### src/rtl/stopwatch_pkg.sv
// rtl/stopwatch_pkg.sv - shared widths, time/lap record types and helpers for the multi-lap stopwatch
package stopwatch_pkg;

    localparam int MIN_W     = 7;
    localparam int SEC_W     = 6;
    localparam int CENTI_W   = 7;
    localparam int LAPNUM_W  = 8;

    localparam int CENTI_MAX = 99;
    localparam int SEC_MAX   = 59;

    typedef struct packed {
        logic [MIN_W-1:0]   min;
        logic [SEC_W-1:0]   sec;
        logic [CENTI_W-1:0] centis;
    } sw_time_t;

    typedef struct packed {
        sw_time_t            t;
        logic [LAPNUM_W-1:0] num;
    } lap_rec_t;

    typedef enum logic {
        ST_STOPPED = 1'b0,
        ST_RUNNING = 1'b1
    } sw_state_t;

    // Lap numbers are 1-based; 0 is reserved for "no record", so 255 wraps to 1.
    function automatic logic [LAPNUM_W-1:0] next_lap_num(input logic [LAPNUM_W-1:0] n);
        return (n == '1) ? LAPNUM_W'(1) : n + 1'b1;
    endfunction

endpackage

### src/rtl/sw_time_counter.sv
// rtl/sw_time_counter.sv - cascaded MM:SS:CC counter with increment, clear and minute wrap
//
// Ports:
//   clk, rst  - clock, asynchronous active-high reset
//   clr_i     - synchronous clear to 00:00:00 (wins over inc_i)
//   inc_i     - advance by one centisecond
//   time_o    - current MM:SS:CC value
module sw_time_counter
    import stopwatch_pkg::*;
#(
    parameter int MIN_MAX = 99
) (
    input  logic     clk,
    input  logic     rst,
    input  logic     clr_i,
    input  logic     inc_i,
    output sw_time_t time_o
);

    localparam logic [MIN_W-1:0]   MIN_LAST   = MIN_W'(MIN_MAX);
    localparam logic [SEC_W-1:0]   SEC_LAST   = SEC_W'(SEC_MAX);
    localparam logic [CENTI_W-1:0] CENTI_LAST = CENTI_W'(CENTI_MAX);

    sw_time_t time_q, time_d;

    always_comb begin
        time_d = time_q;
        if (clr_i) begin
            time_d = '0;
        end else if (inc_i) begin
            if (time_q.centis != CENTI_LAST) begin
                time_d.centis = time_q.centis + 1'b1;
            end else begin
                time_d.centis = '0;
                if (time_q.sec != SEC_LAST) begin
                    time_d.sec = time_q.sec + 1'b1;
                end else begin
                    time_d.sec = '0;
                    // MIN_MAX:59:99 rolls silently to 00:00:00.
                    time_d.min = (time_q.min == MIN_LAST) ? '0 : time_q.min + 1'b1;
                end
            end
        end
    end

    always_ff @(posedge clk or posedge rst) begin
        if (rst) begin
            time_q <= '0;
        end else begin
            time_q <= time_d;
        end
    end

    assign time_o = time_q;

endmodule

### src/rtl/stopwatch_multilap.sv
// rtl/stopwatch_multilap.sv - stopwatch engine with prescaler, total/split counters and show-ahead lap FIFO
//
// Ports:
//   clk, rst                    - clock, asynchronous active-high reset
//   enable                      - stopwatch mode active; low holds the block cleared
//   start_stop_p, lap_p,
//   clear_p, rd_p               - one-cycle control pulses
//   delta_mode                  - lap records split (1) or cumulative (0) time
//   running                     - count active
//   cur_min/cur_sec/cur_centis  - live cumulative time
//   lap_min/lap_sec/lap_centis,
//   lap_idx                     - FIFO head record, zero when empty
//   lap_empty, lap_full,
//   lap_count, lap_overflow     - FIFO status, overflow is sticky until cleared
module stopwatch_multilap
    import stopwatch_pkg::*;
#(
    parameter int CLK_PER_CENTI = 10,
    parameter int LAP_DEPTH     = 8,
    parameter int MIN_MAX       = 99
) (
    input  logic                       clk,
    input  logic                       rst,
    input  logic                       enable,
    input  logic                       start_stop_p,
    input  logic                       lap_p,
    input  logic                       clear_p,
    input  logic                       delta_mode,
    input  logic                       rd_p,
    output logic                       running,
    output logic [MIN_W-1:0]           cur_min,
    output logic [SEC_W-1:0]           cur_sec,
    output logic [CENTI_W-1:0]         cur_centis,
    output logic [MIN_W-1:0]           lap_min,
    output logic [SEC_W-1:0]           lap_sec,
    output logic [CENTI_W-1:0]         lap_centis,
    output logic [LAPNUM_W-1:0]        lap_idx,
    output logic                       lap_empty,
    output logic                       lap_full,
    output logic [$clog2(LAP_DEPTH):0] lap_count,
    output logic                       lap_overflow
);

    localparam int PTR_W = $clog2(LAP_DEPTH);
    localparam int CNT_W = PTR_W + 1;
    localparam int PRE_W = $clog2(CLK_PER_CENTI);

    localparam logic [PRE_W-1:0] PRE_LAST = PRE_W'(CLK_PER_CENTI - 1);
    localparam logic [CNT_W-1:0] DEPTH_C  = CNT_W'(LAP_DEPTH);

    logic clear_w, ss_go, lap_go, rd_go;
    logic running_w, tick_w;

    sw_state_t state_q, state_d;

    logic [PRE_W-1:0] presc_q, presc_d;

    sw_time_t total_t, split_t;

    lap_rec_t            lap_mem_q [LAP_DEPTH];
    lap_rec_t            rec_w, head_w;
    logic [PTR_W-1:0]    wr_ptr_q, wr_ptr_d;
    logic [PTR_W-1:0]    rd_ptr_q, rd_ptr_d;
    logic [CNT_W-1:0]    count_q, count_d;
    logic [LAPNUM_W-1:0] lapnum_q, lapnum_d;
    logic                ovf_q, ovf_d;
    logic                full_w, empty_w, push_w, pop_w;

    // Any clear source masks every other pulse in the same cycle.
    assign clear_w = !enable || clear_p;
    assign ss_go   = start_stop_p && !clear_w;
    assign lap_go  = lap_p && !clear_w;
    assign rd_go   = rd_p && !clear_w;

    // Run/stop state machine.
    always_ff @(posedge clk or posedge rst) begin
        if (rst) begin
            state_q <= ST_STOPPED;
        end else begin
            state_q <= state_d;
        end
    end

    always_comb begin
        state_d = state_q;
        if (clear_w) begin
            state_d = ST_STOPPED;
        end else if (ss_go) begin
            case (state_q)
                ST_STOPPED: state_d = ST_RUNNING;
                ST_RUNNING: state_d = ST_STOPPED;
                default:    state_d = ST_STOPPED;
            endcase
        end
    end

    assign running_w = (state_q == ST_RUNNING);

    // Prescaler parks at 0 while stopped so a restart always waits a full period.
    assign tick_w = running_w && (presc_q == PRE_LAST);

    always_comb begin
        presc_d = presc_q + 1'b1;
        if (clear_w || !running_w || tick_w) begin
            presc_d = '0;
        end
    end

    always_ff @(posedge clk or posedge rst) begin
        if (rst) begin
            presc_q <= '0;
        end else begin
            presc_q <= presc_d;
        end
    end

    sw_time_counter #(.MIN_MAX(MIN_MAX)) u_total (
        .clk    (clk),
        .rst    (rst),
        .clr_i  (clear_w),
        .inc_i  (tick_w),
        .time_o (total_t)
    );

    // Every lap press restarts the split, even when its record is dropped.
    sw_time_counter #(.MIN_MAX(MIN_MAX)) u_split (
        .clk    (clk),
        .rst    (rst),
        .clr_i  (clear_w || lap_go),
        .inc_i  (tick_w),
        .time_o (split_t)
    );

    // Lap FIFO. Records sample the registered counters, i.e. the pre-tick value.
    assign full_w  = (count_q == DEPTH_C);
    assign empty_w = (count_q == '0);
    assign pop_w   = rd_go && !empty_w;
    // A simultaneous pop frees the slot, so a full FIFO still accepts the lap.
    assign push_w  = lap_go && (!full_w || pop_w);

    always_comb begin
        rec_w.t   = delta_mode ? split_t : total_t;
        rec_w.num = next_lap_num(lapnum_q);
    end

    always_comb begin
        wr_ptr_d = wr_ptr_q;
        rd_ptr_d = rd_ptr_q;
        count_d  = count_q;
        lapnum_d = lapnum_q;
        ovf_d    = ovf_q;
        if (clear_w) begin
            wr_ptr_d = '0;
            rd_ptr_d = '0;
            count_d  = '0;
            lapnum_d = '0;
            ovf_d    = 1'b0;
        end else begin
            if (push_w) begin
                wr_ptr_d = wr_ptr_q + 1'b1;
                lapnum_d = rec_w.num;
            end
            if (pop_w) begin
                rd_ptr_d = rd_ptr_q + 1'b1;
            end
            if (lap_go && !push_w) begin
                ovf_d = 1'b1;
            end
            case ({push_w, pop_w})
                2'b10:   count_d = count_q + 1'b1;
                2'b01:   count_d = count_q - 1'b1;
                default: count_d = count_q;
            endcase
        end
    end

    always_ff @(posedge clk or posedge rst) begin
        if (rst) begin
            wr_ptr_q <= '0;
            rd_ptr_q <= '0;
            count_q  <= '0;
            lapnum_q <= '0;
            ovf_q    <= 1'b0;
        end else begin
            wr_ptr_q <= wr_ptr_d;
            rd_ptr_q <= rd_ptr_d;
            count_q  <= count_d;
            lapnum_q <= lapnum_d;
            ovf_q    <= ovf_d;
        end
    end

    // Storage needs no reset: the head outputs are masked whenever the FIFO is empty.
    always_ff @(posedge clk) begin
        if (push_w) begin
            lap_mem_q[wr_ptr_q] <= rec_w;
        end
    end

    assign head_w = lap_mem_q[rd_ptr_q];

    assign running      = running_w;
    assign cur_min      = total_t.min;
    assign cur_sec      = total_t.sec;
    assign cur_centis   = total_t.centis;
    assign lap_min      = empty_w ? '0 : head_w.t.min;
    assign lap_sec      = empty_w ? '0 : head_w.t.sec;
    assign lap_centis   = empty_w ? '0 : head_w.t.centis;
    assign lap_idx      = empty_w ? '0 : head_w.num;
    assign lap_empty    = empty_w;
    assign lap_full     = full_w;
    assign lap_count    = count_q;
    assign lap_overflow = ovf_q;

endmodule

### config.mk
export PLATFORM = sky130hd
export DESIGN_NAME = stopwatch_multilap
export DESIGN_NICKNAME = d
export VERILOG_FILES = /design/src/rtl/stopwatch_pkg.sv /design/src/rtl/sw_time_counter.sv /design/src/rtl/stopwatch_multilap.sv
export SDC_FILE = /design/constraint.sdc
export NUM_CORES = 1
export LEC_CHECK = 0
export BUFFER_PORTS_ARGS = -buffer_cell sky130_fd_sc_hd__buf_2
export CORE_ASPECT_RATIO = 2
export CORE_UTILIZATION = 68
export CTS_BUF_LIST = sky130_fd_sc_hd__clkbuf_4
export DETAILED_ROUTE_END_ITERATION = 12
export MAX_ROUTING_LAYER = met4
export PLACE_DENSITY = 0.87
export SLEW_MARGIN = 10
export SYNTH_ARGS = -nofsm -noshare
export SYNTH_HDL_FRONTEND = slang
export SYNTH_SLANG_ARGS = --single-unit
### constraint.sdc
create_clock -name clk -period 7.9 [get_ports clk]
set_clock_uncertainty 0.2 [all_clocks]
set_input_delay 0.79 -clock clk [delete_from_list [all_inputs] [get_ports clk]]
set_output_delay 0.79 -clock clk [all_outputs]
set_load 0.02 [all_outputs]
### After elaboration in Yosys (flattened, before gate mapping)

Memory sizes are Yosys's and may differ from the RTL's.
Cells that the tools add are included.

| storage, ports and cells | value |
|---|---|
| memory bits (writable) | 224 |
| output and inout port bits | 56 |
| logic and storage cells | 108 |
| input bits | 8 |
| register bits | 64 |
| memories | 1 |

| operators by class | value |
|---|---|
| add/sub/neg operators | 12 |
| equal/unequal tests | 15 |
| bitwise logic cells | 1 |
| mux-type cells | 36 |
| reduce and logical (&&, ||, !) cells | 30 |

Memories:

| name | words | width | rd ports | clocked after Yosys merged registers in | wr ports | RTL line | text |
|---|---|---|---|---|---|---|---|
| lap_mem_q | 8 | 28 | 1 | 0 | 1 | stopwatch_multilap.sv:60 | `lap_rec_t lap_mem_q [LAP_DEPTH];` |

Operators by type and width:

| kind | number |
|---|---|
| 20-bit two-way mux | 5 |
| 7-bit two-way mux | 8 |
| 8-bit two-way mux | 4 |
| 7-bit by 1-bit adder with 7-bit output (second input constant) | 4 |
| 13-bit two-way mux | 2 |
| 6-bit two-way mux | 3 |
| 7-bit == test (second input constant) | 2 |
| 7-bit inequality test (second input constant) | 2 |
| 6-bit by 1-bit adder with 6-bit output (second input constant) | 2 |
| 3-bit two-way mux | 4 |
| 6-bit inequality test (second input constant) | 2 |
| 2-bit nonzero test | 6 |
| 4-bit by 1-bit adder with 4-bit output (second input constant) | 2 |
| 8-bit by 1-bit adder with 8-bit output (second input constant) | 1 |
| 4-bit == test (second input constant) | 2 |
| 8-bit == test (second input constant) | 1 |
| 4-bit two-way mux | 2 |
| 4-bit case mux with 2 select lines | 1 |
| 1-bit logical AND | 7 |
| 3-bit by 1-bit adder with 3-bit output (second input constant) | 2 |
| 1-bit zero test | 6 |
| 1-bit two-way mux | 6 |
| 3-bit AND reduction | 2 |
| 1-bit logical OR | 5 |
| other kinds (10) | 13 |

### Longest topological paths before layout

Gate-level depths: netlist (run 1).

| logic depth | value |
|---|---|
| depth in word-level cells | 11 |
| gate-level depth with buffers | 10 |
| mapped depth without buffers | 9 |

### Modules after synthesis

Synthesis (run 1) repeated with hierarchy kept, for this count alone.

| unflattened totals | value |
|---|---|
| cell total of the unflattened synthesis | 772 |
| area total of the unflattened synthesis | 12,519.5 µm² |

By module, submodules not included:

| module | cells each | seq. area each (µm²) | times used | area each (µm²) |
|---|---|---|---|---|
| stopwatch_multilap | 532 | 7,327.0 | 1 | 10,124.7 |
| sw_time_counter | 120 | 500.5 | 2 | 1,197.4 |

### Least setup slack after synthesis (run 1)

No wires, ideal clock.

| path | value |
|---|---|
| path type | input -> register |
| start point | input port rd_p |
| end point | memory lap_mem_q[1][0] (netlist name) (enable) |
| stages | 5 |
| arrival time | 3,632 ps |
| required time | 7,252 ps |
| buffers on the path | 2 |
| library setup time | 448 ps |
| setup slack | 3,620 ps |
| cell sequence | clkbuf_1 > o21a_1 > clkbuf_1 > nand3_1 > nor3_1 |

| between the ends | value |
|---|---|
| longest elaborated chain between the ends | 6 |

RTL lines:

| item | RTL line | text |
|---|---|---|
| start: declaration | stopwatch_multilap.sv:29 | `input logic rd_p,` |
| 1-bit logical AND | stopwatch_multilap.sv:73 | `assign rd_go = rd_p && !clear_w;` |
| 1-bit logical AND | stopwatch_multilap.sv:137 | `assign pop_w = rd_go && !empty_w;` |
| 1-bit logical OR | stopwatch_multilap.sv:139 | `assign push_w = lap_go && (!full_w \|\| pop_w);` |
| 1-bit logical AND | stopwatch_multilap.sv:139 |  |
| 1-bit two-way mux | stopwatch_multilap.sv:195 | `if (push_w) begin` |
| 1-bit two-way mux (not written as such) | stopwatch_multilap.sv:196 | `lap_mem_q[wr_ptr_q] <= rec_w;` |
| end: declaration | stopwatch_multilap.sv:60 |  |

No other way between the ends.

### Worst setup path after layout (run 1)

| path | value |
|---|---|
| start point | register rd_ptr_q[0] |
| end point | output port lap_min[2] |

| between the ends | value |
|---|---|
| longest elaborated chain between the ends | 2 |

RTL lines:

| item | RTL line | text |
|---|---|---|
| start: declaration | stopwatch_multilap.sv:63 | `logic [PTR_W-1:0] rd_ptr_q, rd_ptr_d;` |
| start signal: assignment | stopwatch_multilap.sv:186 | `rd_ptr_q <= rd_ptr_d;` |
| memory 8 x 28 bit | -- |  |
| 7-bit two-way mux | stopwatch_multilap.sv:206 | `assign lap_min = empty_w ? '0 : head_w.t.min;` |
| end: declaration | stopwatch_multilap.sv:34 | `output logic [MIN_W-1:0] lap_min,` |

No other way between the ends.

==> impl_results.md, run 1 <==
* Run status: finished clean
* Die Span X at between 90 and 100 um
* NumNets Final at 898
* CP endpoint: lap_min[2]
* Setup crit start: rd_ptr_q[0]
* Tightest Pin Transition at 1.15 ns
* Die ar. at 18700 sq um
* Crit Path Category: reg2out
* Final setup TNS at 0 ns
* First-pass GRT wire length at 41700 um
* Post-synthesis sequential area ratio at 67.5%
* Flop pwr share at 58.2%
* # resized after CTS at 0
* Iter 0 DRT Violations at 670
* Number of global-route vias before repair at 7959
* RePlAce Congestion at 0.858
* Leakage dissipation at roughly 5 nW
* Global route total overflow at 0
* Register-to-register setup slack at 4.85 ns
* CP startpoint kind: flop
* Routed Antenna Nets at 0
* Via density at 6.58
* Initial antenna violation count at 1
* Peak VDD IR at approximately 0.14 mV
* Filler cell count at around 1000
* Max cap viols at 0
* Clk network pwr share at 38.8%
* Synth warn at 0
* Pint at 2.20 mW
* # IOs at 64
* Via Count at 7477
* Clk slew on worst S/H paths at 0.07 ns
* Sw Pwr at 0.606 mW
* Critical Path AT at 2.99 ns
* Yosys cell types at between 50 and 60
* Worst R2R Path Depth at 10
* Total global routing track utilization at between 30% and 40%
* Worst Path Required at 6.91 ns
* Logic pwr share at 3.0%
* Max Clk Rate at 0.251 GHz
* Main flop type after synthesis: edfxtp_1
* I/O Buffers at 63
* Hold violation total from the final report at 0
* HP Class: in2async
* Post-Syn Area at between 10000 and 15000 sq um
* Setup violations, final at 0
* Setup ws final at 3.92 ns
* Final min period at 3.98 ns
* Starting Density at 69.3%
* Pwr Density at 205 nW/um^2
* RSZ-0062 raised after global routing: no
* H-tree Lvls at 2
* Ys async rst share at 22.2%
* Post-synthesis net count at 796
* Drt wl/cell at 23.4 um
* Switch share at 21.6%
* TritonCTS clock tree: done
* Post-CTS Hold Buffers at 0
* Root Driver: clkbuf_4
* First-pass DRT Iterations at 5
* RR Startpoint: lap_count[0]
* Core region area at 17800 sq um
* Cells after Synth at 774
* DRT Wirelength at 26600 um
* Final cycle utilization of the critical path at 50.3%
* Slew Limit Headroom at 23.6%
* Design Area, Final at between 10000 and 15000 sq um
* Clock Path Buffers at 3
* EDFF count, synth at roughly 220
* Crit end category: output pin
* Area grow syn2layout at 10.9%
* TritonCTS Buffers at 59
* Syn avg cell area at around 16 sq um
* Pin count of the biggest net entering global routing at 65
* Number of synthesized register bits at 288
* DRC viols at 0
* Clock sink total at approximately 290
* Critical path fanouts, max at between 50 and 60
* Layout cells sized above 1 at between 20% and 30%
* Post-DP Area at 12900 sq um
* Insertion delay to the later sink of the worst-skew pair at 0.68 ns
* Slew Limit Fails at 0
* # rows at between 60 and 70
* Die Y at 192 um
* Post-CTS Setup Inserts at 0
* Post-DP HPWL at 16000 um
* Reg-to-Reg End: lap_count[3]
* Pre-CTS setup slack at 3.85 ns
## placed cells by master (no fill, tap or decap), types with 4 or more instances in the layout
cell type | netlist | layout
edfxtp_1 | 224 | 224
clkbuf_4 | 0 | 88
nor2_1 | 77 | 71
buf_2 | 4 | 63
dfrtp_1 | 64 | 62
mux4_2 | 56 | 56
nand2_1 | 41 | 41
mux2i_1 | 33 | 33
a21oi_1 | 29 | 29
o21ai_0 | 22 | 22
nand3_1 | 21 | 21
mux2_2 | 20 | 20
ha_1 | 13 | 13
buf_4 | 2 | 13
clkinv_1 | 0 | 12
nor3_1 | 13 | 11
xnor2_1 | 10 | 10
xor2_1 | 10 | 10
nand2b_1 | 9 | 9
or3_1 | 8 | 8
o211ai_1 | 7 | 7
and3_1 | 6 | 6
nor2_2 | 0 | 6
or4_1 | 5 | 5
o31ai_1 | 5 | 5
nand4_1 | 5 | 5
inv_1 | 5 | 4
and4_1 | 4 | 4
a31oi_1 | 4 | 4
nor2b_1 | 4 | 4
nor3b_1 | 4 | 4
and2_1 | 4 | 4
clkinv_2 | 0 | 4
## area by class of cell
type / instances / area [sq um] / area share [%]
diodes: 1 / 2.50 / 0.0183
clock buffers: 88 / 661 / 4.83
clock inverters: 19 / 106 / 0.778
inverters: 5 / 18.8 / 0.137
multi-input cells: 446 / 3870 / 28.3
flip-flops and latches: 288 / 8330 / 60.9
well taps: 213 / 267 / 1.95
repair buffers: 76 / 413 / 3.02
## flip-flops by register name, indices dropped and copies added, names as in the netlist, 3 cells and up
register / count
u_total.time_o: 20
u_split.time_o: 20
lapnum_q: 8
presc_q: 4
lap_mem_q: 224
wr_ptr_q: 3
rd_ptr_q: 3
lap_count: 4
## per-stage QoR
| step | utilization (%) | total power [mW] | std cells | hold WS, ns |
|---|---|---|---|---|
| detailed placement | 72.5 | 1.75 | 1028 | 0.293 |
| global placement | 72.5 | 1.75 | 1028 | 0.270 |
| global route | 76.9 | 2.89 | 1136 | 0.157 |
| CTS | 76.9 | 2.82 | 1135 | 0.143 |
| finish | 76.9 | 2.80 | 1136 | 0.140 |
| floorplan | - | 1.72 | 774 | 0.258 |
## worst min path at each step
| stage | end | slack, ns | start |
|---|---|---|---|
| after floorplan | presc_q[0] | 0.26 | presc_q[0] |
| after global placement | presc_q[0] | 0.27 | presc_q[0] |
| after detailed placement | lap_overflow | 0.29 | lap_overflow |
| after CTS | u_split.time_o[9] | 0.14 | rst |
| after global routing | running | 0.16 | start_stop_p |
| final | presc_q[1] | 0.14 | rst |
## Yosys cell counts (2+ instances only)
| library cell | count | area share [%] |
|---|---|---|
| o211ai_1 | 7 | 0.43 |
| o41ai_1 | 3 | 0.21 |
| and3_1 | 6 | 0.30 |
| a221oi_1 | 2 | 0.14 |
| buf_4 | 2 | 0.12 |
| o21ai_0 | 22 | 0.89 |
| or4_1 | 5 | 0.30 |
| nor3b_1 | 4 | 0.24 |
| nor2b_1 | 4 | 0.20 |
| a311oi_1 | 3 | 0.21 |
| a31oi_1 | 4 | 0.20 |
| nand3_1 | 21 | 0.85 |
| nor3_1 | 13 | 0.53 |
| buf_2 | 4 | 0.16 |
| dfrtp_1 | 64 | 13 |
| nand2_1 | 41 | 1.2 |
| xor2_1 | 10 | 0.71 |
| or2_2 | 2 | 0.10 |
| buf_1 | 7 | 0.21 |
| nand4_1 | 5 | 0.25 |
| o31ai_1 | 5 | 0.30 |
| mux4_2 | 56 | 10 |
| ha_1 | 13 | 1.3 |
| nor4b_1 | 2 | 0.14 |
| or3_1 | 8 | 0.41 |
| nand4b_1 | 2 | 0.14 |
| a21oi_1 | 29 | 1.2 |
| nand2b_1 | 9 | 0.46 |
| xnor2_1 | 10 | 0.71 |
| mux2i_1 | 33 | 2.7 |
| and2_1 | 4 | 0.20 |
| edfxtp_1 | 224 | 55 |
| and4_1 | 4 | 0.28 |
| a32o_1 | 3 | 0.24 |
| nor2_1 | 77 | 2.3 |
| mux2_2 | 20 | 1.8 |
| clkbuf_1 | 22 | 0.67 |
| inv_1 | 5 | 0.15 |
## per-layer routing
layer	track usage (%)	up-vias	wire, um
li1	-	3271	-
met1	35.3	3742	9400
met2	52.7	387	14500
met3	3.62	77	1750
met4	16.1	0	913
met5	-	-	0
## critical path, stage by stage, from the launching register on
cell and delay [ns]:
dfrtp_4 1.18, mux4_2 0.64, mux2i_1 0.18, nor2_1 0.08, buf_2 0.19
## logic make-up after synthesis
group,after synthesis,share of synthesized area (%)
flip-flops,288,67.5
AND/OR/NAND/NOR,215,9.02
multiplexers,109,14.7
AO/OA/AOI/OAI,88,4.49
buffers and inverters,40,1.32
XOR/XNOR,20,1.42
adder cells (fa/ha/maj),14,1.48
## power groups by stage
stage	sequential [mW]	combinational, mW	clock (mW)
after detailed placement	1.67	0.0845	0
after global placement	1.66	0.0818	0
after floorplan	1.66	0.0604	0
after CTS	1.63	0.0848	1.10
final	1.63	0.0838	1.09
after global routing	1.63	0.0910	1.17
No activity file was read; power rests on OpenSTA's default activity.
==> run 2, diff against run 1 <==
--- a/config.mk
+++ b/config.mk
@@ -7,11 +7,11 @@
 export LEC_CHECK = 0
 export BUFFER_PORTS_ARGS = -buffer_cell sky130_fd_sc_hd__buf_2
 export CORE_ASPECT_RATIO = 2
-export CORE_UTILIZATION = 68
+export CORE_UTILIZATION = 57
 export CTS_BUF_LIST = sky130_fd_sc_hd__clkbuf_4
 export DETAILED_ROUTE_END_ITERATION = 12
 export MAX_ROUTING_LAYER = met4
-export PLACE_DENSITY = 0.87
+export PLACE_DENSITY = 0.78
 export SLEW_MARGIN = 10
 export SYNTH_ARGS = -nofsm -noshare
 export SYNTH_HDL_FRONTEND = slang
==> constraint.sdc (replaced) <==
create_clock -name clk -period 3.5 [get_ports clk]
set_clock_uncertainty 0.2 [all_clocks]
set_input_delay 0.35 -clock clk [delete_from_list [all_inputs] [get_ports clk]]
set_output_delay 0.35 -clock clk [all_outputs]
set_load 0.02 [all_outputs]
==> run 2 against run 1 <==
Effect of this change:
- critical path depth grew 1
- sequential share of layout area is 0.76 points lower
- largest cell class unchanged
- combinational power up 150%
- routed wire length fell by 4.9%
- first-iteration DRC count fell by 34%
- cell count rose by 6.1%
==> impl_results.md, run 2 (same netlist as run 1, synthesis figures left out) <==
* Pin count of the biggest net entering global routing at 41 (was 65)
* Crit Path Category: reg2out (unchanged)
* Final setup TNS at 0 ns (unchanged)
* Die Y at 210 um (was 192 um)
* Final min period at 3.24 ns
* Max FFs per register at 224 (unchanged)
* DRT Wirelength at 25300 um (was 26600 um)
* Initial antenna violation count at 1 (unchanged)
* TritonCTS Buffers at 58 (was 59)
* Commonest non-fill, non-tap cell in the layout: edfxtp_1 (unchanged)
* Clock sink total at 288 (unchanged)
* Crit end category: output pin (unchanged)
* Area grow syn2layout at 12.3% (was 10.9%)
* Max cap viols at 0 (unchanged)
* Via density at 6.08 (was 6.58)
* Iter 0 DRT Violations at 442 (was 670)
* Routed Antenna Nets at 0 (unchanged)
* CP max-delay cell: dfrtp_4 (unchanged)
* Root Driver: clkbuf_4 (unchanged)
* Worst path max stage delay at 0.59 ns (was 1.18 ns)
* Starting Density at 58.4% (was 69.3%)
* Max Clk Rate at 0.309 GHz
* Met1 WL at 9500 um (was 9400 um)
* Core region area at 21100 sq um (was 17800 sq um)
* DRC viols at 0 (unchanged)
* Slew Limit Headroom at 41.3% (was 23.6%)
* Drt wl/cell at 21.0 um (was 23.4 um)
* Number of global-route vias before repair at 7692 (was 7959)
* Setup ws final at 0.264 ns (was 3.92 ns)
* H-tree Lvls at 2 (unchanged)
* CP Buf/Inv Count at 2 (was 1)
* Die Span X at 106 um (was 97.2 um)
* Hold violation total from the final report at 0 (unchanged)
* Slew Limit Fails at 0 (unchanged)
* Pwr Density at 446 nW/um^2 (was 205 nW/um^2)
* First-pass GRT wire length at 40800 um (was 41700 um)
* Insertion delay to the later sink of the worst-skew pair at 0.67 ns (was 0.68 ns)
* # rows at 75 (was 69)
* Critical path fanouts, max at 39 (was 58)
* RSZ-0062 raised after global routing: no (unchanged)
* Post-DP HPWL at 16500 um (was 16000 um)
* TritonCTS clock tree: done (unchanged)
* Cell Count, Final, Fillers Out at 1205 (was 1136)
* Total global routing track utilization at 24.8% (was 30.5%)
* Clock Path Buffers at 3 (unchanged)
* Fin util at 65.6% (was 76.9%)
* Layout cells sized above 1 at 28.4% (was 29.0%)
* Filler cell count at 1484 (was 1001)
* Power after layout at 6.17 mW (was 2.80 mW)
* CP cell instances: buf_12 -> mux4_2 -> mux2i_1 -> nor2_1 -> buf_2 (was mux4_2 -> mux2i_1 -> nor2_1 -> buf_2)
* Pre-CTS setup slack at 0.574 ns (was 3.85 ns)
* NumNets Final at 911 (was 898)
* Critical Path AT at 2.69 ns (was 2.99 ns)
* RePlAce Congestion at 0.918 (was 0.858)
* Highest metal used: met4 (unchanged)
* Clk slew on worst S/H paths at 0.08 ns (was 0.07 ns)
* Most frequent cells in the layout: edfxtp_1 (224), clkbuf_4 (80), nor2_1 (71) (was edfxtp_1 (224), clkbuf_4 (88), nor2_1 (71))
* Leakage dissipation at 4.83 nW (was 5.12 nW)
* Global route total overflow at 0 (unchanged)
* Worst Path Required at 2.95 ns (was 6.91 ns)
* Biggest register: lap_mem_q (unchanged)
* First-pass DRT Iterations at 5 (unchanged)
* Final cycle utilization of the critical path at 92.4%
* Run status: finished clean (unchanged)
* Tightest Pin Transition at 0.871 ns (was 1.15 ns)
* Met2 WL at 13600 um (was 14500 um)
* I/O Buffers at 63 (unchanged)
* Placed Instances at 1091 (was 1028)
* WL met3 at 1360 um (was 1750 um)
* Setup violations, final at 0 (unchanged)
* Die ar. at 22300 sq um (was 18700 sq um)
* Via Count at 7323 (was 7477)
* # IOs at 64 (unchanged)
* Peak VDD IR at 0.319 mV (was 0.137 mV)
* Crit path max-delay family: multiplexers (was flip-flops)
* HP Class: in2reg (was in2async)
* CP startpoint kind: flop (unchanged)
## run 2: changes by cell type in the layout (fill, tap and decap cells not counted), sizes merged
cell         delta
buf             +8
dlygate4sd3     +6
clkinv          +9
bufinv          -1
clkinvlp        -1
clkbuf          -8
## run 2: final timing paths
check,endpoint,depth (start not counted),slack (ns),startpoint
setup / recovery,lap_min[2],5,0.26,rd_ptr_q[0]
hold / removal,u_split.time_o[15],5,0.07,enable
setup reg to reg,lap_mem_q[2][26],6,0.57,lap_count[0]
hold reg to reg,presc_q[0],1,0.30,presc_q[0]
max in group asynchronous,lapnum_q[2],4,2.14,rst
min in group asynchronous,u_total.time_o[13],3,0.20,rst
## run 2: through the flow
stage	hold slack (ns)	cell area (sq um)
after global routing	0.0326	13800
after CTS	0.0246	13800
after detailed placement	0.286	13100
after floorplan	0.258	12300
after global placement	0.271	13100
final	0.0687	13800
## run 2: where the power goes
group	total, mW	leakage, nW	switching [mW]	internal [mW]
Combinational	0.207	1.59	0.132	0.0753
Clock	2.28	0.423	1.22	1.07
Sequential	3.68	2.83	0.0126	3.66
## run 2: layout make-up
class / instances / area [sq um] / share of cell area, %
Multi-Input combinational cell: 446 / 3880 / 28.1
Clock buffer: 80 / 601 / 4.34
Inverter: 5 / 18.8 / 0.136
Antenna cell: 1 / 2.50 / 0.0181
Clock inverter: 26 / 104 / 0.750
Sequential cell: 288 / 8330 / 60.2
Timing Repair Buffer: 90 / 566 / 4.08
Tap cell: 269 / 337 / 2.43
## run 2: what timing repair did
item,CTS,global route
hold buffers,6,0
buffers inserted,0,1
resized for setup,0,0
endpoints found under the setup margin,0,1
hold endpoints to repair,51,0
## run 2: worst register-to-register path: cells and delay by family, from the launching register on
kind                   cells  cell delay, ns
AOI/OAI and AO/OA          1            0.07
DFF                        1            0.53
buffers and inverters      2            0.53
and+or+nand+nor            3            1.29
## run 2: per-layer routing
metal  GRT usage [%]  vias to the layer above
met1            29.4                     3686
met4            11.4                        0
met2            42.2                      271
met5               -                        -
li1                -                     3307
met3            3.25                       59
